**config.mk**
```make
export PLATFORM = sky130hd
export DESIGN_NAME = hex_count_display_flat
export DESIGN_NICKNAME = d
export VERILOG_FILES = /design/src/rtl/hex_count_display_if.sv /design/src/rtl/hex_count_display.sv /design/src/flat_wrapper.sv
export SDC_FILE = /design/constraint.sdc
export NUM_CORES = 1
export LEC_CHECK = 0
export BUFFER_PORTS_ARGS = -buffer_cell sky130_fd_sc_hd__buf_2
export CAP_MARGIN = 20
export CORE_MARGIN = 5
export CORE_UTILIZATION = 30
export DETAILED_ROUTE_END_ITERATION = 10
export PLACE_DENSITY = 0.44
export SETUP_SLACK_MARGIN = 0.15
export SKIP_CTS_REPAIR_TIMING = 1
export SLEW_MARGIN = 20
export SYNTH_ARGS = -nofsm -noshare
export SYNTH_HDL_FRONTEND = slang
export SYNTH_SLANG_ARGS = --single-unit
```
**constraint.sdc**
```tcl
create_clock -name clkin -period 3.1 [get_ports clkin]
set_input_delay 0.62 -clock clkin [delete_from_list [all_inputs] [get_ports clkin]]
set_output_delay 0.62 -clock clkin [all_outputs]
set_load 0.03 [all_outputs]
```
**src/rtl/hex_count_display_if.sv**
```systemverilog
// Bundle of the counter controls and the multiplexed 7-segment display outputs.
// The master side drives the controls; the slave side (the display block) drives the outputs.
interface hex_count_display_if;
    logic        div_clk;
    logic        en;
    logic        up;
    logic        clr;
    logic [15:0] count;
    logic [6:0]  seg;
    logic        dp;
    logic [3:0]  an;

    modport master (
        output div_clk,
        output en,
        output up,
        output clr,
        input  count,
        input  seg,
        input  dp,
        input  an
    );

    modport slave (
        input  div_clk,
        input  en,
        input  up,
        input  clr,
        output count,
        output seg,
        output dp,
        output an
    );
endinterface

```
**src/rtl/hex_count_display.sv**
```systemverilog
// 16-bit up/down counter of div_clk rising edges, shown in hex on a 4-digit
// common-anode multiplexed 7-segment display. div_clk is sampled as data, never used as a clock.
module hex_count_display #(
    parameter int SCAN_CYCLES   = 100000,
    parameter bit BLANK_LEADING = 1'b1
) (
    input  logic               clkin,
    input  logic               rst_n,
    hex_count_display_if.slave bus
);

    localparam int SCAN_W = (SCAN_CYCLES > 1) ? $clog2(SCAN_CYCLES) : 1;
    localparam logic [SCAN_W-1:0] SCAN_LAST = SCAN_W'(SCAN_CYCLES - 1);

    logic              div_q;
    logic              tick;
    logic [15:0]       count_q, count_d;
    logic [SCAN_W-1:0] scan_q, scan_d;
    logic [1:0]        idx_q, idx_d;
    logic [6:0]        seg_q, seg_d;
    logic              dp_q, dp_d;
    logic [3:0]        an_q, an_d;
    logic [3:0]        nibble;
    logic [15:0]       upper;
    logic              blank;

    function automatic logic [6:0] hexToSeg(input logic [3:0] value);
        logic [6:0] code;
        code = 7'h7F;
        case (value)
            4'h0: code = 7'h40;
            4'h1: code = 7'h79;
            4'h2: code = 7'h24;
            4'h3: code = 7'h30;
            4'h4: code = 7'h19;
            4'h5: code = 7'h12;
            4'h6: code = 7'h02;
            4'h7: code = 7'h78;
            4'h8: code = 7'h00;
            4'h9: code = 7'h10;
            4'hA: code = 7'h08;
            4'hB: code = 7'h03;
            4'hC: code = 7'h46;
            4'hD: code = 7'h21;
            4'hE: code = 7'h06;
            4'hF: code = 7'h0E;
            default: code = 7'h7F;
        endcase
        return code;
    endfunction

    // Clear outranks a tick; ticks seen while disabled are simply dropped.
    always_comb begin
        tick    = bus.div_clk & ~div_q;
        count_d = count_q;
        if (bus.clr) begin
            count_d = 16'h0000;
        end else if (tick && bus.en) begin
            count_d = bus.up ? (count_q + 16'd1) : (count_q - 16'd1);
        end
    end

    always_comb begin
        scan_d = scan_q + SCAN_W'(1);
        idx_d  = idx_q;
        if (scan_q == SCAN_LAST) begin
            scan_d = '0;
            idx_d  = idx_q + 2'd1;
        end
    end

    // A digit is blank only if it and every digit to its left hold zero.
    always_comb begin
        nibble = count_q[{idx_q, 2'b00} +: 4];
        upper  = count_q >> {idx_q, 2'b00};
        blank  = (BLANK_LEADING != 1'b0) && (idx_q != 2'd0) && (upper == 16'h0000);
        seg_d  = blank ? 7'h7F : hexToSeg(nibble);
        an_d   = ~(4'b0001 << idx_q);
        dp_d   = ~((idx_q == 2'd0) & ~bus.up);
    end

    always_ff @(posedge clkin or negedge rst_n) begin
        if (!rst_n) begin
            div_q   <= 1'b1;
            count_q <= 16'h0000;
            scan_q  <= '0;
            idx_q   <= 2'd0;
            seg_q   <= 7'h7F;
            dp_q    <= 1'b1;
            an_q    <= 4'b1111;
        end else begin
            div_q   <= bus.div_clk;
            count_q <= count_d;
            scan_q  <= scan_d;
            idx_q   <= idx_d;
            seg_q   <= seg_d;
            dp_q    <= dp_d;
            an_q    <= an_d;
        end
    end

    assign bus.count = count_q;
    assign bus.seg   = seg_q;
    assign bus.dp    = dp_q;
    assign bus.an    = an_q;

endmodule

```
**src/flat_wrapper.sv**
```systemverilog
// flat-port wrapper written by rule: the top's interface ports become plain ports
module hex_count_display_flat 
#(
    parameter int SCAN_CYCLES   = 100000,
    parameter bit BLANK_LEADING = 1'b1
)
  (clkin, rst_n, bus_div_clk, bus_en, bus_up, bus_clr, bus_count, bus_seg, bus_dp, bus_an);
  hex_count_display_if bus_i ();
  input  logic clkin;
  input  logic rst_n;
  input wire logic [$bits(bus_i.div_clk)-1:0] bus_div_clk;
  input wire logic [$bits(bus_i.en)-1:0] bus_en;
  input wire logic [$bits(bus_i.up)-1:0] bus_up;
  input wire logic [$bits(bus_i.clr)-1:0] bus_clr;
  output wire logic [$bits(bus_i.count)-1:0] bus_count;
  output wire logic [$bits(bus_i.seg)-1:0] bus_seg;
  output wire logic [$bits(bus_i.dp)-1:0] bus_dp;
  output wire logic [$bits(bus_i.an)-1:0] bus_an;
  assign bus_i.div_clk = bus_div_clk;
  assign bus_i.en = bus_en;
  assign bus_i.up = bus_up;
  assign bus_i.clr = bus_clr;
  assign bus_count = bus_i.count;
  assign bus_seg = bus_i.seg;
  assign bus_dp = bus_i.dp;
  assign bus_an = bus_i.an;
  hex_count_display #(.SCAN_CYCLES(SCAN_CYCLES), .BLANK_LEADING(BLANK_LEADING)) u_core (.clkin(clkin), .rst_n(rst_n), .bus(bus_i));
endmodule
```
==> reports/metrics.yaml, run 1 <==
worst_setup_path:
  arrival_ns: 2.85
  startpoint_type: "register"
  crit_slowest_cell: "mux4_2"
  cp_max_fo: 7
  path_depth: 6
  crit_required_ns: 3.32
  worst_setup_path_end_kind: "register"
  worstPathCellList: "mux4_2 > inv_1 > ha_1 > or4b_2 > a211o_1 > o221ai_1"
  critical-path-top-delay-family: "multiplexers"
  path_buf_inv: 1
  worstSetupPathType: "reg2reg"
  critical-path-max-stage-delay_ns: 0.61
  r2r_cells: 6
  rrSetupSlack_ns: 0.47
global_route:
  grt_first_pass_wirelength_um: 12800
  overflow: 0
  grt_pass1_vias: 2454
  grtUsageTotal: 0.126
  antenna_found_initial: 0
  grt_max_degree: 25
cts:
  clk_pin_slew_ns: 0.09
  cts.sinks: 48
  root_buffer: "clkbuf_8"
  htree_num_levels: 2
  clock_latency_ns: 0.30
  cts_tree: "yes"
  numCtsBuffers: 5
  clock_path_buffers: 2
route:
  wire_per_inst_um: 15.3
  drc: 0
  final_antenna_net_count: 0
  drtIter0Drc: 60
  drt_pass1_iterations: 4
  drt-vias-per-instance: 4.89
  via_count: 2414
  drt-total-wl_um: 7560
power:
  p_seq_frac: 0.467
  peakVddDrop_v: 0.000163
  pwr-share-clk: 0.359
  p_leak_nw: 1.60
  sw_frac_of_total: 0.280
  p_comb_frac: 0.174
  p_per_area_mw_per_mm2: 406
  p_int_mw: 1.03
  p_sw_uw: 401
place:
  io_buffers: 33
  dp_cells: 486
  dpl.hpwl_um: 5560
  place_congestion: 0.869
  post-place-ws_ns: 0.168
yosys:
  synth_area_leaders: "dfrtp_1, dfstp_2, ha_1, xnor2_1, nand2_1"
  synth_edf_count: 0
  ys_async_sr_fraction: 1.00
  ys_types: 53
  synth_most_common_cell: "nand2_1"
  synth-warning-count: 0
  syn_avg_cell_area_sq_um: 9.53
  syn_nets: 350
  synth_top_cell_by_area: "dfrtp_1"
  syn_area_sq_mm: 0.00303
  synthFlopType: "dfrtp_1"
  netlist.area_leader.share: 0.289
  syn_inst: 318
  ys_seq_area_frac: 0.402
  synth_common_cells: "nand2_1, dfrtp_1, nor2_1"
  synth_seq_cells: 48
sta:
  slew_viol_final: 0
  fin_setup_tns_ns: 0
  setup_viol: 0
  tightestPinTransition_ns: 0.548
  whs_ns: 0.262
  hold_viol: 0
  skew_ns: 0.00470
  fin_crit_sh: 0.848
  rsz0062_at_grt: "no"
  max-slew-margin-rel: 0.634
  fmax_ghz: 0.380
  fin_crit_ns: 2.63
  setup_ws_ns: 0.470
final_layout:
  fin_util: 0.359
  seqCellArea_sq_mm: 0.00122
  num-fill-cells: 1053
  drive_gt1_frac: 0.219
  multi_input_area_sq_mm: 0.00172
  antenna_cells: 0
  final_cells: 494
  nets: 392
  syn2layout_area_growth_pct: 16.5
floorplanning:
  rows: 36
  start_util: 0.308
  fp.dieH_um: 110
  io_pins: 34
  dieArea_sq_mm: 0.0122
  fp.dieW_um: 110
  core_sq_mm: 0.00982
hold_path:
  hp-class: "in2async"
run_status:
  outcome: "completed"
job:
  cap_violations: 0
state kept, by name, indices dropped and copies added (netlist names):
signal and flops:
u_core.idx_q 2, u_core.div_q 1, u_core.bus.dp 1, u_core.bus.count 16, u_core.bus.seg 7, u_core.scan_q 17
u_core.bus.an 4
per-layer routing:
layer / vias up / wire length [um] / track usage / share of wire
met2: 37 / 3610 / 0.209 / 0.48
met4: 0 / 62 / 0.0320 / 0.0082
met5: - / 0 / 0 / 0
met1: 1159 / 3670 / 0.168 / 0.49
met3: 4 / 210 / 0.0241 / 0.028
li1: 1214 / - / - / -
worst paths after layout:
check,from,to
max,u_core.idx_q[0],u_core.bus.seg[4]
min,rst_n,u_core.idx_q[1]
max reg2reg,u_core.idx_q[0],u_core.bus.seg[4]
min reg2reg,u_core.scan_q[4],u_core.scan_q[4]
max in group asynchronous,rst_n,u_core.bus.an[0]
min in group clkin,bus_div_clk,u_core.div_q
power groups by stage:
stage          Sequential (mW)  Combinational (mW)  Clock [mW]
2_1_floorplan            0.714               0.137           0
3_3_place_gp             0.681               0.250           0
3_5_place_dp             0.680               0.250           0
4_1_cts                  0.669               0.251       0.537
5_1_grt                  0.671               0.276       0.558
6_report                 0.668               0.249       0.514
layout make-up:
cell class / count / area share
Clock buffer: 7 / 0.0276
Inverter: 14 / 0.0149
Timing Repair Buffer: 44 / 0.0702
Clock inverter: 1 / 0.00851
Sequential cell: 48 / 0.345
Multi-Input combinational cell: 247 / 0.487
Tap cell: 133 / 0.0471
stage by stage:
stage	cell area [sq um]	total power [mW]
3_5_place_dp	3400	0.930
4_1_cts	3530	1.46
3_3_place_gp	3400	0.931
5_1_grt	3530	1.51
6_report	3530	1.43
2_1_floorplan	3030	0.851
cell usage in the layout (no fill, tap or decap), types with 5 or more instances in the layout:
cell type	count
nand2_1	38
dfrtp_1	35
buf_2	33
nor2_1	26
ha_1	25
a21oi_1	23
nand3_1	17
xnor2_1	17
inv_1	14
dfstp_2	13
buf_4	11
o21ai_0	9
xor2_1	8
nand3b_1	6
nor2b_1	5
and3_1	5
nor3_1	5
a21o_1	5
a31oi_1	5
clkbuf_8	5
cells by family after synthesis:
logic type,synth area share
and+or+nand+nor,0.195
AOI/OAI and AO/OA,0.144
DFF,0.402
adders and majority gates,0.110
xor gates and xnor gates,0.0723
buffers and inverters,0.0330
muxes,0.0438
Note: power is estimated with default switching activity, not from simulation.
==> run 2: changes to the inputs <==
- ABC_AREA: unset -> 1
- clock period: 3.1 -> 2.7 ns (I/O delays scaled with it)
==> run 2 against run 1 <==
  * Sequential power grew 15%
  * Clock-buffer cell count fell by 1
  * Maximum frequency up 21%
  * Wire length rose by 11%
  * Critical path type unchanged
==> reports/metrics.yaml, run 2 <==
run_status:
  outcome: "completed"
worst_setup_path:
  worstSetupPathType: "reg2reg"
  r2r_start: "u_core.idx_q[0]"
  cp_max_fo: 18  # +11
  arrival_ns: 2.40  # -0.45 ns
  worst_setup_path_end_kind: "register"
  crit_required_ns: 2.93  # -0.39 ns
  r2r_cells: 11  # +5
  startpoint_type: "register"
  rrSetupSlack_ns: 0.53  # +0.06 ns
  r2r_end: "u_core.bus.seg[0]"
yosys:
  synthSimpleGateAreaFrac: 0.336  # +0.140
  synthXorXnorAreaFrac: 0.0364  # -0.0358
  ys_types: 33  # -38%
  netlist.area_leader.share: 0.260  # -0.0288
  syn_nets: 511  # +46%
  synth-warning-count: 0  # unchanged
  synth_top_family_by_area: "simple AND/OR/NAND/NOR gates"
  synth_top_cell_by_area: "dfrtp_1"
  synth_common_cells: "nand2_1, inv_1, nor2_1"
  ys_seq_area_frac: 0.362  # -0.0401
  muxShareOfSynthArea: 0  # -0.0438
  synth_edf_count: 0  # unchanged
  synthFlopType: "dfrtp_1"
  syn_avg_cell_area_sq_um: 7.02  # -26%
  syn_area_sq_mm: 0.00336  # +11%
  ys_async_sr_fraction: 1.00  # unchanged
  synth_area_leaders: "dfrtp_1, nand2_1, dfstp_2, ha_1, inv_1"
  synth_compound_area_frac: 0.0692  # -0.0746
  synth_seq_cells: 48  # unchanged
  synth_most_common_cell: "nand2_1"
  syn_inst: 479  # +51%
  synthAdderAreaFrac: 0.0989  # -0.0110
route:
  drt-total-wl_um: 8420  # +11%
  via_count: 2986  # +24%
  met3_length_um: 223  # +6.2%
  drc: 0  # unchanged
  final_antenna_net_count: 0  # unchanged
  wire_per_inst_um: 12.8  # -17%
  met2_length_um: 4040  # +12%
  drt_pass1_iterations: 4  # unchanged
  wl_met1_um: 4090  # +11%
  top_layer_used: "met4"
  drtIter0Drc: 103  # +72%
  drt-vias-per-instance: 4.52  # -7.4%
floorplanning:
  core_sq_mm: 0.0109  # +11%
  fp.dieH_um: 116  # +4.9%
  io_pins: 34  # unchanged
  dieArea_sq_mm: 0.0134  # +10%
  start_util: 0.308  # -0.000820
  rows: 38  # +5.6%
  fp.dieW_um: 116  # +4.9%
global_route:
  grt_max_degree: 49  # +96%
  grt_pass1_vias: 2963  # +21%
  antenna_found_initial: 0  # unchanged
  grt_first_pass_wirelength_um: 14300  # +12%
  grtUsageTotal: 0.131  # +0.00532
  overflow: 0  # unchanged
cts:
  clock_path_buffers: 2  # unchanged
  clock_latency_ns: 0.29  # about the same
  cts_tree: "yes"
  cts.sinks: 48  # unchanged
  htree_num_levels: 2  # unchanged
  clk_pin_slew_ns: 0.07  # -0.02 ns
  root_buffer: "clkbuf_16"
  numCtsBuffers: 5  # unchanged
sta:
  fmax_ghz: 0.461  # +21%
  setup_viol: 0  # unchanged
  rsz0062_at_grt: "no"
  tightestPinTransition_ns: 0.621  # +0.0727 ns
  skew_ns: 0.00536  # +0.000658 ns
  fin_setup_tns_ns: 0  # unchanged
  max-slew-margin-rel: 0.586  # -0.0481
  fin_crit_ns: 2.17  # -0.459 ns
  slew_viol_final: 0  # unchanged
  fin_crit_sh: 0.804  # -0.0442
  whs_ns: 0.356  # +0.0945 ns
  hold_viol: 0  # unchanged
job:
  cap_violations: 0  # unchanged
final_layout:
  top_register: "u_core.scan_q"
  antenna_cells: 0  # unchanged
  final_common_cell: "nand2_1"
  nets: 551  # +41%
  final_cell_mix: "nand2_1, inv_1, nor2_1, nand3_1, dfrtp_1"
  largest_reg_flops: 17  # unchanged
  drive_gt1_frac: 0.142  # -0.0765
  syn2layout_area_growth_pct: 14.8
place:
  io_buffers: 33  # unchanged
  dpl.hpwl_um: 6500  # +17%
  place_congestion: 0.857  # -1.4%
power:
  p_leak_nw: 2.09  # +31%
  p_per_area_mw_per_mm2: 438  # +8.1%
  peakVddDrop_v: 0.000190  # +17%
hold_path:
  hp-class: "in2async"
## run 2: worst max-delay path by stage
stage | startpoint | slack (ns) | end | depth (start not counted)
4_1_cts | u_core.idx_q[0] | 0.50 | u_core.bus.seg[0] | 11
2_1_floorplan | bus_up | 0.76 | u_core.bus.count[3] | 7
5_1_grt | u_core.idx_q[0] | 0.26 | u_core.bus.seg[4] | 11
3_3_place_gp | bus_up | 0.45 | u_core.bus.count[15] | 11
3_5_place_dp | bus_up | 0.40 | u_core.bus.count[15] | 11
6_report | u_core.idx_q[0] | 0.53 | u_core.bus.seg[0] | 11
## run 2: area by class of cell
type | count | area, sq um
flip-flops and latches | 48 | 1220
clock buffers | 6 | 139
multi-input cells | 346 | 1820
inverters | 81 | 304
repair buffers | 37 | 195
well taps | 140 | 175
fillers | 1230 | 7070
clock inverters | 2 | 12.5
## run 2: cell families after synthesis
family / after synthesis
xor gates and xnor gates: 14
buffers and inverters: 85
and+or+nand+nor: 266
AOI/OAI and AO/OA: 40
adders and majority gates: 26
DFF: 48
## run 2: layer usage
layer | global-route usage | vias up
li1 | - | 1580
met1 | 0.175 | 1362
met2 | 0.226 | 39
met5 | 0 | -
met4 | 0.0286 | 0
met3 | 0.0188 | 5
## run 2: power breakdown
group          leakage, nW  switching, mW  internal [mW]
Sequential           0.607         0.0193          0.747
Clock               0.0777          0.279          0.370
Combinational         1.40          0.192         0.0844
Total                 2.09          0.491           1.20
## run 2: worst max-delay path, stage by stage (launching register included)
cell and delay (ns):
dfrtp_1 0.72, inv_2 0.21, nand2_1 0.11, nand2_1 0.07, nand2_1 0.06, nand2_1 0.12, inv_2 0.13, ha_1 0.22
nand4_1 0.11, nor2_1 0.14, nand2_2 0.12, nand3_1 0.11
## run 2: per-stage QoR
step,setup WS (ns),util,power (mW),cells,area [sq um]
6_report,0.529,0.353,1.69,660,3860
5_1_grt,0.261,0.353,1.79,660,3860
4_1_cts,0.504,0.353,1.73,660,3860
3_5_place_dp,0.399,0.339,1.06,652,3710
3_3_place_gp,0.450,0.339,1.06,652,3710
2_1_floorplan,0.762,-,0.971,479,3360
